`config.mk`:
```
export PLATFORM = sky130hd
export DESIGN_NAME = spi_xfer_seq
export DESIGN_NICKNAME = d
export VERILOG_FILES = /design/src/rtl/spi_pkg.sv /design/src/rtl/spi_dly_cnt.sv /design/src/rtl/spi_xfer_seq.sv
export SDC_FILE = /design/constraint.sdc
export NUM_CORES = 1
export LEC_CHECK = 0
export ABC_AREA = 1
export CAP_MARGIN = 20
export CORE_UTILIZATION = 48
export DETAILED_ROUTE_END_ITERATION = 12
export PLACE_DENSITY = 0.79
export SLEW_MARGIN = 0
export SYNTH_ARGS = -nofsm -noshare
export SYNTH_HDL_FRONTEND = slang
export SYNTH_SLANG_ARGS = --single-unit
```
`constraint.sdc`:
```
create_clock -name clk_i -period 2 [get_ports clk_i]
set_input_delay 0.4 -clock clk_i [delete_from_list [all_inputs] [get_ports clk_i]]
set_output_delay 0.4 -clock clk_i [all_outputs]
set_load 0.005 [all_outputs]
```
`src/rtl/spi_pkg.sv`:
```
// rtl/spi_pkg.sv - shared widths and state encoding for the SPI transfer sequencer
package spi_pkg;

   localparam int SPI_CS_WIDTH  = 4;
   localparam int SPI_LEN_WIDTH = 16;
   localparam int SPI_DLY_WIDTH = 8;

   typedef enum logic [2:0] {
      ST_IDLE    = 3'd0,
      ST_SETUP   = 3'd1,
      ST_WAIT_TX = 3'd2,
      ST_XFER    = 3'd3,
      ST_WAIT_RX = 3'd4,
      ST_HOLD    = 3'd5
   } spi_state_e;

endpackage

```
`src/rtl/spi_dly_cnt.sv`:
```
// rtl/spi_dly_cnt.sv - loadable down-counter with zero flag, shared by setup and hold timing
module spi_dly_cnt
   import spi_pkg::*;
#(
   parameter int WIDTH = SPI_DLY_WIDTH
) (
   input  logic             clk_i,
   input  logic             rst_i,
   input  logic             clr_i,
   input  logic             load_i,
   input  logic [WIDTH-1:0] load_val_i,
   input  logic             dec_i,
   output logic             zero_o
);

   logic [WIDTH-1:0] cnt;

   always_ff @(posedge clk_i or posedge rst_i) begin
      if (rst_i) begin
         cnt <= '0;
      end else if (clr_i) begin
         cnt <= '0;
      end else if (load_i) begin
         cnt <= load_val_i;
      end else if (dec_i && cnt != '0) begin
         cnt <= cnt - WIDTH'(1);
      end
   end

   assign zero_o = (cnt == '0);

endmodule

```
`src/rtl/spi_xfer_seq.sv`:
```
// rtl/spi_xfer_seq.sv - SPI transfer sequencer: slave select timing, FIFO handshakes, word loop
module spi_xfer_seq
   import spi_pkg::*;
#(
   parameter int CS_WIDTH  = SPI_CS_WIDTH,
   parameter int LEN_WIDTH = SPI_LEN_WIDTH,
   parameter int DLY_WIDTH = SPI_DLY_WIDTH
) (
   input  logic                 clk_i,
   input  logic                 rst_i,
   input  logic                 en_i,
   input  logic                 start_i,
   input  logic                 ass_i,
   input  logic [CS_WIDTH-1:0]  sel_i,
   input  logic [LEN_WIDTH-1:0] len_i,
   input  logic [DLY_WIDTH-1:0] setup_i,
   input  logic [DLY_WIDTH-1:0] hold_i,
   input  logic                 tx_valid_i,
   output logic                 tx_pop_o,
   input  logic                 rx_ready_i,
   output logic                 rx_push_o,
   output logic                 core_st_o,
   input  logic                 core_done_i,
   output logic [CS_WIDTH-1:0]  nss_o,
   output logic                 busy_o,
   output logic                 done_o
);

   spi_state_e           state;
   logic [CS_WIDTH-1:0]  sel_q;
   logic [LEN_WIDTH-1:0] remain;
   logic [DLY_WIDTH-1:0] hold_q;

   logic                 accept;
   logic                 last_word;
   logic                 active_next;
   spi_state_e           after_push;
   logic                 dly_load;
   logic                 dly_dec;
   logic                 dly_zero;
   logic [DLY_WIDTH-1:0] dly_src;
   logic [DLY_WIDTH-1:0] dly_val;

   // Handshake strobes follow the state register and live inputs so a push lands in the done cycle
   assign core_st_o = en_i && (state == ST_WAIT_TX) && tx_valid_i;
   assign tx_pop_o  = core_st_o;
   assign rx_push_o = en_i && rx_ready_i &&
                      (((state == ST_XFER) && core_done_i) || (state == ST_WAIT_RX));
   assign busy_o    = (state != ST_IDLE);

   assign accept      = en_i && (state == ST_IDLE) && start_i && (len_i != '0);
   assign last_word   = (remain <= LEN_WIDTH'(1));
   assign after_push  = last_word ? ST_HOLD : ST_WAIT_TX;
   assign active_next = accept ||
                        (en_i && (state != ST_IDLE) && !((state == ST_HOLD) && dly_zero));

   // A zero delay still spends one cycle in the state, so load count-1 saturated at zero
   assign dly_src  = (state == ST_IDLE) ? setup_i : hold_q;
   assign dly_val  = (dly_src == '0) ? '0 : dly_src - DLY_WIDTH'(1);
   assign dly_load = accept || (rx_push_o && last_word);
   assign dly_dec  = en_i && ((state == ST_SETUP) || (state == ST_HOLD)) && !dly_zero;

   spi_dly_cnt #(
      .WIDTH(DLY_WIDTH)
   ) u_dly_cnt (
      .clk_i      (clk_i),
      .rst_i      (rst_i),
      .clr_i      (!en_i),
      .load_i     (dly_load),
      .load_val_i (dly_val),
      .dec_i      (dly_dec),
      .zero_o     (dly_zero)
   );

   always_ff @(posedge clk_i or posedge rst_i) begin
      if (rst_i) begin
         state  <= ST_IDLE;
         sel_q  <= '0;
         remain <= '0;
         hold_q <= '0;
         nss_o  <= '1;
         done_o <= 1'b0;
      end else begin
         done_o <= 1'b0;
         if (!en_i) begin
            state  <= ST_IDLE;
            remain <= '0;
         end else begin
            case (state)
               ST_IDLE: begin
                  if (start_i) begin
                     if (len_i == '0) begin
                        done_o <= 1'b1;
                     end else begin
                        state  <= ST_SETUP;
                        remain <= len_i;
                        hold_q <= hold_i;
                        sel_q  <= sel_i;
                     end
                  end
               end
               ST_SETUP: begin
                  if (dly_zero) state <= ST_WAIT_TX;
               end
               ST_WAIT_TX: begin
                  if (tx_valid_i) state <= ST_XFER;
               end
               ST_XFER: begin
                  if (core_done_i) state <= rx_ready_i ? after_push : ST_WAIT_RX;
               end
               ST_WAIT_RX: begin
                  if (rx_ready_i) state <= after_push;
               end
               ST_HOLD: begin
                  if (dly_zero) begin
                     state  <= ST_IDLE;
                     done_o <= 1'b1;
                  end
               end
               default: state <= ST_IDLE;
            endcase
            if (rx_push_o && remain != '0) remain <= remain - LEN_WIDTH'(1);
         end

         if (!ass_i) begin
            nss_o <= ~sel_i;
         end else if (active_next) begin
            nss_o <= (state == ST_IDLE) ? ~sel_i : ~sel_q;
         end else begin
            nss_o <= '1;
         end
      end
   end

endmodule

```
Word level (Yosys, flattened, before mapping) --
Cells that the tools add are included.
Storage, ports and cells: register bits after elaboration 44, word-level logic and storage cells 92
Cells by class: add/sub/neg operators 3, order comparisons 1, equality and inequality tests 16, multiplexer cells 29, bitwise gates (word level) 3, reduce and logical (&&, ||, !) cells 33
Operator list (number):
- $mux W16 | 5
- $mux W8 | 5
- $reduce_bool A16 Y1 | 2
- $mux W3 | 10
- $ne A3 B3 Y1 const B | 7
- $pmux W3 S6 | 1
- $le A16 B1 Y1 const B | 1
- $logic_and A1 B1 Y1 | 16
- $logic_not A16 Y1 | 1
- $logic_not A8 Y1 | 2
- $sub A16 B1 Y16 const B | 1
- $sub A8 B1 Y8 const B | 2
- $mux W4 | 3
- $ne A3 B1 Y1 const B | 3
- $not A4 Y4 | 2
- $reduce_bool A8 Y1 | 1
- $reduce_and A7 Y1 | 1
- $eq A3 B2 Y1 const B | 2
- $eq A3 B3 Y1 const B | 2
- $logic_or A1 B1 Y1 | 4
- $mux W1 | 4
- $reduce_and A4 Y1 | 1
- $eq A3 B1 Y1 const B | 1
- $logic_not A3 Y1 | 1
- 6 further kinds | 7

Longest topological paths before layout --
Gate-level depths: netlist of the first run.
depth after elaboration 8, gate-level depth with buffers 14, depth with buffers taken out 13

Hierarchy --
Synthesis of the first run repeated with hierarchy kept, for this count alone.
Unflattened totals: cells, all modules 514, area, all modules 3358.2 µm²
By module, submodules not included:
- spi_xfer_seq | times used 1, cells each 422, area an instance 2771.4 µm²
- spi_dly_cnt | times used 1, cells each 92, area an instance 586.8 µm²

Worst setup path before layout of the first run --
No wires, ideal clock.
kind flip-flop to flip-flop, start register state[1], end register u_dly_cnt.cnt[5], arrival time 1875 ps, slack 8 ps, cell stages (with the launch flop) 15, path through dfrtp_1 > nor2_4 > nand2_4 > buf_6 > nand2_1 > o21ai_1 > inv_1 > ha_1 > nand2_1 > nor2_1 > nand2_2 > nand3_1 > nand2_1 > nand2_1 > nand2_1
On the way: word-level cells in the longest chain between the ends 8
Ends and longest elaborated chain:
- from (decl) | line spi_xfer_seq.sv:29 | spi_state_e state;
- from (signal assigned) | line spi_xfer_seq.sv:109 | if (core_done_i) state <= rx_ready_i ? after_push : ST_WAIT_RX;
- from (signal assigned) | line spi_xfer_seq.sv:112 | if (rx_ready_i) state <= after_push;
- branches (longest 8 deep; another with $sub A8 B1 Y8)
- to (signal assigned) | line spi_dly_cnt.sv:24 | cnt <= load_val_i;
- to (signal assigned) | line spi_dly_cnt.sv:26 | cnt <= cnt - WIDTH'(1);
- to (decl) | line spi_dly_cnt.sv:16 | logic [WIDTH-1:0] cnt;
Parallel ways; which one is timed is not known. A chain may end at the register's enable or synchronous reset.

Final worst setup path of the first run --
start register state[0], end register u_dly_cnt.cnt[7]
The elaborated chain is that of the path after synthesis.

==> run summary, run 1 <==
The tools report the number of H-tree levels as 2. The post-synthesis to final-layout area growth was 35.3%. The run gives 36.0% as the proportion of synthesized chip area in sequential cells. The detail route stage leaves a number of antenna-violating nets equal to 0. In this run the core area contains 28 standard-cell rows. In this run the cell area measured after placement is 3920 um^2. The path category of the worst min-delay check was primary input to asynchronous set/reset pin.

TritonCTS built the clock tree. Synthesis produced a netlist whose cell count is 454. The number of hold-slack violations in the final timing report was 0; the total power after layout was 4.96 mW. The kind of critical path is flop to flop.

For the register area, the log shows 1110 um^2. Setup slack closes at 0.0556 ns. Summed over all instances, the cell type with the most area after synthesis is sky130_fd_sc_hd__dfrtp_1.

The run gives 0 as the number of antenna cells inserted. The final layout contains routed wiring with a total length of 7.88 mm. Cells fill 68.6% of the core in the end. In this run the biggest area consumer among cell types represents 32.6% of the synthesized area. The master cell of the clock root buffer was sky130_fd_sc_hd__clkbuf_8. In the synthesized netlist the dominant register cell turns out to be sky130_fd_sc_hd__dfrtp_1.

The floorplan die height was 82.0 um. For the overall overflow remaining after global route, the log shows 0. Setup total negative slack on the finished layout was measured at 0 ns. The number of pins with negative max-slew slack in the final report is 0. The run gives 13.3 mm as the global-route wire length before repair.

Flip-flop and latch count after synthesis: 44. The logs give 6720 um^2 for the die area and 0.000704 V for the maximum resistive drop on vdd. Once layout is done, the placed cells without fillers occupy 4160 um^2.

The clock drives 44 sinks. The number of iterations in the first detailed-routing pass was 5; the clock skew after layout was 0.00431 ns. The minimum clock period was 1.94 ns; the multi-input combinational cell area was 1720 um^2. No sink is reached through more buffers than the 2 on the longest clock path. The post-cts hold buffer count was 0; the maximum net fanout on the critical path was 6.

Combined area of all synthesized cells: 3070 um^2. The initial core utilization came out at 50.7%. For the critical path data arrival time, the log shows 2.15 ns. The tightest hold path in the finished design has a slack of 0.439 ns.

STA classifies the critical path startpoint as a flop. For the fmax, the log shows 514 MHz. After detailed routing, the number of vias per cell comes to 5.14.

In this run, placement finished with an instance count of 606. Initial antenna violation count: 0. The placeable core region is 6060 um^2, and the detailed-route wire length per cell is 12.7 um. Entering global routing, the biggest net connects 45 pins. Clock latency on the worst-skew pair: 0.31 ns. At the end of routability-driven placement, the weighted congestion stood at 0.867. The run finished with clean final reports. Of the cells placed in the final design, the portion with a size suffix greater than 1 is 17.0%.

Global routing used 25.6% of the available tracks across all layers. Async set-reset flop share out of synthesis: 100%. The period utilization was 97.2%. During synthesis, Yosys emitted a total of 0 warnings. For this design the top-level I/O count stands at 53. The netlist uses 33 different library cells. The tools report the kind of capture point of the worst setup path as a flop. In this run the static leakage power is 2.11 nW.

The power per cell area was 1190 nW/um^2. The number of synthesized flops with an enable pin was 0. The floorplan step set the die width to 82.0 um. The headroom to the max-slew limit came out at 80.1%. For this run, design rule violations remaining after detail routing come to 0.

The tools report the number of global-route vias before repair as 3102. For the pin with the worst max-slew slack, the measured transition is 0.298 ns. The net count of the finished layout is 596. Sorting the synthesized cells by area gives the leading types as sky130_fd_sc_hd__dfrtp_1, sky130_fd_sc_hd__nand2_1, sky130_fd_sc_hd__inv_1. Setup violations remaining at the end of the flow were counted as 0. Setup repair after global routing could not meet its margin everywhere. The violation count after the first detailed-routing iteration is 143, and the required time at the worst-slack endpoint is 2.21 ns.

The number of nets in the synthesized netlist is 504. Averaged over all synthesized cells, the footprint is 6.76 um^2. The HPWL after detailed placement is 5.77 mm. The total via count in the routed design is 3198, and the clock slew seen by the registers of the worst setup and hold paths is 0.09 ns.

The worst slack after detailed placement is -0.183 ns, and the number of port buffers is 52. The number of fill cells in the layout is 522. The finished layout holds 622 standard cells, fillers aside. The logs give 0 for the max-capacitance violation count and 5 for the clock buffer count from CTS.
-- power breakdown --
part	leakage, nW	switching [mW]	internal, mW
Combinational	1.49	1.64	1.18
Sequential	0.562	0.211	1.20
Clock	0.0583	0.346	0.377
-- synth_stat cells, types with 3 or more instances --
cell type	instances
sky130_fd_sc_hd__nand2_1	154
sky130_fd_sc_hd__inv_1	56
sky130_fd_sc_hd__nor2_1	54
sky130_fd_sc_hd__dfrtp_1	40
sky130_fd_sc_hd__nand3_1	37
sky130_fd_sc_hd__o21ai_0	26
sky130_fd_sc_hd__o211ai_1	13
sky130_fd_sc_hd__xor2_1	7
sky130_fd_sc_hd__ha_1	6
sky130_fd_sc_hd__nand3b_1	6
sky130_fd_sc_hd__a21oi_1	5
sky130_fd_sc_hd__buf_6	5
sky130_fd_sc_hd__nor3_1	5
sky130_fd_sc_hd__xnor2_1	5
sky130_fd_sc_hd__dfstp_2	4
sky130_fd_sc_hd__nand2_2	4
sky130_fd_sc_hd__o21ai_1	4
sky130_fd_sc_hd__inv_2	3
-- path summary, 6_finish.rpt --
| path | from | to | slack (ns) | depth (start not counted) |
|---|---|---|---|---|
| worst min-delay path | rst_i | remain[9] | 0.44 | 3 |
| worst min register to register | sel_q[0] | nss_o[0] | 0.46 | 1 |
| min in group clk_i | sel_q[0] | nss_o[0] | 0.46 | 1 |
| worst max-delay path | state[0] | u_dly_cnt.cnt[7] | 0.06 | 13 |
| max in group asynchronous | rst_i | nss_o[2] | 1.29 | 3 |
| worst max register to register | state[0] | u_dly_cnt.cnt[7] | 0.06 | 13 |
-- flip-flops by register name (all words and copies together) (netlist names) --
| name | flops |
|---|---|
| done_o | 1 |
| nss_o | 4 |
| remain | 16 |
| sel_q | 4 |
| u_dly_cnt.cnt | 8 |
| hold_q | 8 |
| state | 3 |
-- kinds of logic (layout without fill, tap and decap cells) --
| kind of cell | Yosys count | after routing | synth area share (%) |
|---|---|---|---|
| buf+inv | 69 | 162 | 9.86 |
| simple gates | 269 | 269 | 37.3 |
| fa+ha+maj | 6 | 6 | 2.44 |
| flops | 44 | 44 | 36.0 |
| compound gates | 54 | 54 | 10.9 |
| xor+xnor | 12 | 12 | 3.42 |
-- cell usage in the layout (no fill, tap or decap), drive strengths merged, types with 2 or more instances in the layout --
cell type,n
dfrtp,40
nand2,159
o21ai,30
xor2,7
nor3,6
nand3b,6
nand4,2
nor2,57
dlygate4sd2,5
clkinv,2
ha,6
xnor2,5
o211ai,15
clkdlybuf4s50,47
a21oi,6
nand3,39
dfstp,4
buf,43
clkbuf,5
inv,59
-- critical path, cell delays in order, from the launching register on --
cell,delay [ns]
sky130_fd_sc_hd__dfrtp_2,0.44
sky130_fd_sc_hd__nor2_4,0.12
sky130_fd_sc_hd__buf_4,0.15
sky130_fd_sc_hd__buf_4,0.14
sky130_fd_sc_hd__buf_4,0.13
sky130_fd_sc_hd__nand3_1,0.09
sky130_fd_sc_hd__nand2_2,0.12
sky130_fd_sc_hd__nand2_1,0.11
sky130_fd_sc_hd__nor2_4,0.17
sky130_fd_sc_hd__nand3_1,0.09
sky130_fd_sc_hd__nand3_1,0.10
sky130_fd_sc_hd__nand2_1,0.08
sky130_fd_sc_hd__nand2_1,0.07
sky130_fd_sc_hd__nand2_1,0.04
-- cell type report --
type	instances	share of cell area (%)
multi-input cells	341	41.5
inverters	59	5.33
clock buffers	5	1.66
flip-flops and latches	44	26.7
repair buffers	95	21.4
well taps	75	2.26
clock inverters	3	1.14
-- metal layers --
layer  GRT usage (%)  share of wire (%)  up-vias
li1                -                  -     1625
met1            31.7                 43     1475
met2            44.9                 50       89
met3            4.22                5.4        9
met4            8.42                1.4        0
met5               0                  0        -
-- what timing repair did --
item | in CTS | in global routing
setup endpoints to repair | 5 | 18
pin swaps | 2 | 4
setup buffers | 6 | 2
hold endpoints to repair | 0 | 0
resized for setup | 10 | 21
Note: power is estimated with default switching activity, not from simulation.
==> inputs of run 2 (changes only) <==
GPL_TIMING_DRIVEN = 0   (was unset)
==> run 2 against run 1 <==
Fmax rose by 0.42%; sequential cell count unchanged; clock power barely moved; utilization rose by 2.1 points; combinational power increased by 9.2%; clock-buffer cell count unchanged; critical path depth down 5; total power grew 5.6%; sequential power about the same; routed wire length grew 9.6%; register-to-register slack barely moved; highest routed layer unchanged; non-clock buffer count down 3.
==> run summary, run 2 (synthesis gave the netlist of run 1 again) <==
The flow ran to the end, and the final reports show no timing, DRC or antenna violations. The run gives 0 (unchanged) as the number of hold-slack violations in the final timing report. The run gives 47.0% (+2.1 points) as the global-route met2 utilization.

Number of global-route vias before repair: 3171 (+2.2%). The tools report the max-capacitance violation count as 0 (unchanged). Post-detailed-routing wire length: 8.64 mm (+9.6%). The tools report the fmax as 516 MHz (+0.42%). Met1 layer usage reported by global route: 34.6% (+2.9 points).

The headroom to the max-slew limit came out at 63.8% (-16 points). The period utilization works out to 96.8% (-0.41 points). The total half-perimeter wirelength after legalization and detailed placement was 5.79 mm (+0.32%); the mean number of vias per cell was 5.29 (+2.8%). Net total in the final layout: 593 (-0.50%).

Combinational group share of total power: 59.0% (+2.1 points). The layer with the highest usage was met2. TritonCTS built the clock tree. The worst register-to-register path begins at state[1].

The minimum clock period was 1.94 ns (-0.00821 ns); the number of top-level pins was 53 (unchanged). The endpoint identified for the worst register-to-register timing path is u_dly_cnt.cnt[2]. The tools report the switching power summed over all nets as 2.37 mW (+7.8%). The slowest stage of the critical path is the sky130_fd_sc_hd__dfrtp_1 cell. Maximum net fanout on the critical path: 3 (-3). The worst slack after detailed placement is -0.763 ns (-0.579 ns), and the final design area excluding fillers is 4280 um^2 (+3.0%).

The worst-case reg-to-reg path depth was 14 (+1); the total clock sinks was 44 (unchanged). Post-synthesis to final-layout area growth: 39.4%. The nature of the critical path startpoint was a flop. The number of nets still failing antenna checks after routing is 0 (unchanged). The most common cell after layout, fill and taps aside was sky130_fd_sc_hd__nand2_1. The tools report the clock skew after layout as 0.00952 ns (+0.00521 ns). The number of remaining DRC errors was 0 (unchanged); the register area was 1110 um^2 (unchanged).

The number of port buffers works out to 52 (unchanged). Setup repair after global routing could not meet its margin everywhere. Clock latency on the worst-skew pair: 0.31 ns (about the same). The run gives 0.000782 V (+11%) as the maximum resistive drop on vdd.

The logs give 0 (unchanged) for the initial antenna violation count and 3710 um^2 (-5.2%) for the total cell area at the placement stage. The largest registers in the layout are remain (16), hold_q (8), u_dly_cnt.cnt (8). The tree is rooted in a sky130_fd_sc_hd__clkbuf_8. The path class of the tightest hold or removal check is primary input to asynchronous set/reset pin. The die area was 6720 um^2 (unchanged).

The power per cell area came out at 1220 nW/um^2 (+2.5%). The run gives 0 (unchanged) as the post-cts hold buffer count. Number of antenna cells inserted: 0 (unchanged). The origin of the worst setup path was state[2].

The run gives 2 (unchanged) as the deepest clock path buffer count. For the all-layer global routing usage, the log shows 27.3% (+1.6 points). The ratio of cells with drive above 1 in the final layout was 20.2% (+3.2 points). Following the worst setup path forward leads to its endpoint at rx_push_o. The proportion of total power due to net switching was 45.3% (+0.95 points). The final setup violation count came out at 0 (unchanged). The number of pins with negative max-slew slack in the final report is 0 (unchanged), and the critical path data arrival time is 1.54 ns (-0.61 ns).

The register-to-register setup slack came out at 0.07 ns (about the same). The final weighted congestion of routability-driven global placement is 0.847 (-2.4%). For the number of placement rows, the log shows 28 (unchanged).

The logs give 5 (unchanged) for the number of iterations in the first detailed-routing pass and 2.13 nW (+1.1%) for the leakage dissipation. The flip-flop count of the largest register, all copies and words added is 16 (unchanged). The global-route wire length before repair was 14.0 mm (+5.7%). The chip width came out at 82.0 um (unchanged). The part of the power in registers is 27.2% (-1.3 points), and the transition time at the pin with the least slew margin is 0.542 ns (+0.244 ns). The number of H-tree levels came out at 2 (unchanged). The clock slew seen by the registers of the worst setup and hold paths is 0.10 ns (about the same), and the placeable core region is 6060 um^2 (unchanged). The clock buffer count from CTS was 5 (unchanged). Maximum number of pins on one net before global-route repair: 25 (-44%). The detailed-route wire length per cell was 14.0 um (+10%).

The worst setup path is captured at an output pin. The signal on the critical path passes through buf_6 > inv_4 > buf_6 > nand3_4 > inv_2 > nand2_1 > a21oi_4 > buf_2. The required time at the worst-slack endpoint was 1.60 ns (-0.61 ns).

The internal portion of total power is 2.87 mW (+3.8%). The multi-input combinational cell area was 1840 um^2 (+6.5%); the overall overflow remaining after global route was 0 (unchanged). The total via count in the routed design was 3273 (+2.3%). The clock group share of total power is 13.9% (-0.7 points), and the delay of the slowest cell on the worst path is 0.42 ns (-0.02 ns). The most flop-heavy register was remain. The worst setup path is of the flop to output pin kind. The library cells used most frequently in the layout, excluding fill and tap cells, are sky130_fd_sc_hd__nand2_1, sky130_fd_sc_hd__inv_1, sky130_fd_sc_hd__clkdlybuf4s50_1. Smallest setup slack after layout: 0.0638 ns (+0.00821 ns). The floorplan die height works out to 82.0 um (unchanged).

The logs give 492 (-5.7%) for the number of fill cells in the layout and 242 (+69%) for the violation count after the first detailed-routing iteration. The logs give 50.7% (unchanged) for the initial core utilization and 4.00% (-0.22 points) for the global routing usage on met3. Critical path's most frequent cell: sky130_fd_sc_hd__buf_6.
## run 2: worst min path at each step
stage,from,cells after the start,slack (ns),endpoint
detailed placement,sel_q[2],1,0.44,nss_o[2]
global route,sel_q[1],1,0.47,nss_o[1]
finish,rst_i,2,0.44,remain[0]
CTS,sel_q[3],1,0.45,nss_o[3]
floorplan,sel_q[0],1,0.43,nss_o[0]
global placement,sel_q[0],1,0.43,nss_o[0]
## run 2: timing repair
item,in CTS,in global routing
cloned,0,1
setup endpoints to repair,19,31
pin swaps,6,14
setup buffers,23,10
gates resized for setup,31,48
## run 2: area by class of cell
| cell class | count | area share, % |
|---|---|---|
| buffer | 9 | 2.16 |
| multi-input combinational | 341 | 42.9 |
| inverter | 59 | 5.29 |
| clock inverter | 3 | 1.08 |
| clock buffer | 5 | 1.61 |
| tap | 75 | 2.19 |
| sequential | 44 | 25.9 |
| timing repair buffer | 83 | 18.9 |
## run 2: critical path, delay by kind of cell (launching register included)
family                 cells  cell delay, ns
DFF                        1            0.42
and+or+nand+nor            2            0.15
AOI/OAI and AO/OA          1            0.15
buffers and inverters      5            0.50
## run 2: power groups by stage
stage / registers, mW / logic, mW / clock network, mW
final: 1.42 / 3.09 / 0.726
after floorplan: 1.39 / 1.78 / 0
after CTS: 1.41 / 2.73 / 0.734
after global placement: 1.43 / 2.29 / 0
after global routing: 1.46 / 3.46 / 0.760
after detailed placement: 1.43 / 2.38 / 0
## run 2: stage by stage
| stage | instances | hold WS, ns | setup TNS [ns] | utilization, % | power, mW |
|---|---|---|---|---|---|
| after floorplan | 454 | 0.425 | 0 | - | 3.17 |
| after global placement | 581 | 0.434 | -25.54 | 60.8 | 3.72 |
| after detailed placement | 582 | 0.441 | -10.04 | 61.3 | 3.82 |
| after CTS | 613 | 0.455 | -0.0922 | 67.1 | 4.87 |
| after global routing | 619 | 0.473 | -0.213 | 70.6 | 5.68 |
| final | 619 | 0.442 | 0 | 70.6 | 5.24 |
## run 2: per-layer routing
metal	vias to the layer above	wire (um)
met3	19	451
met1	1514	3690
met2	123	4350
met5	-	0
li1	1617	-
met4	0	144
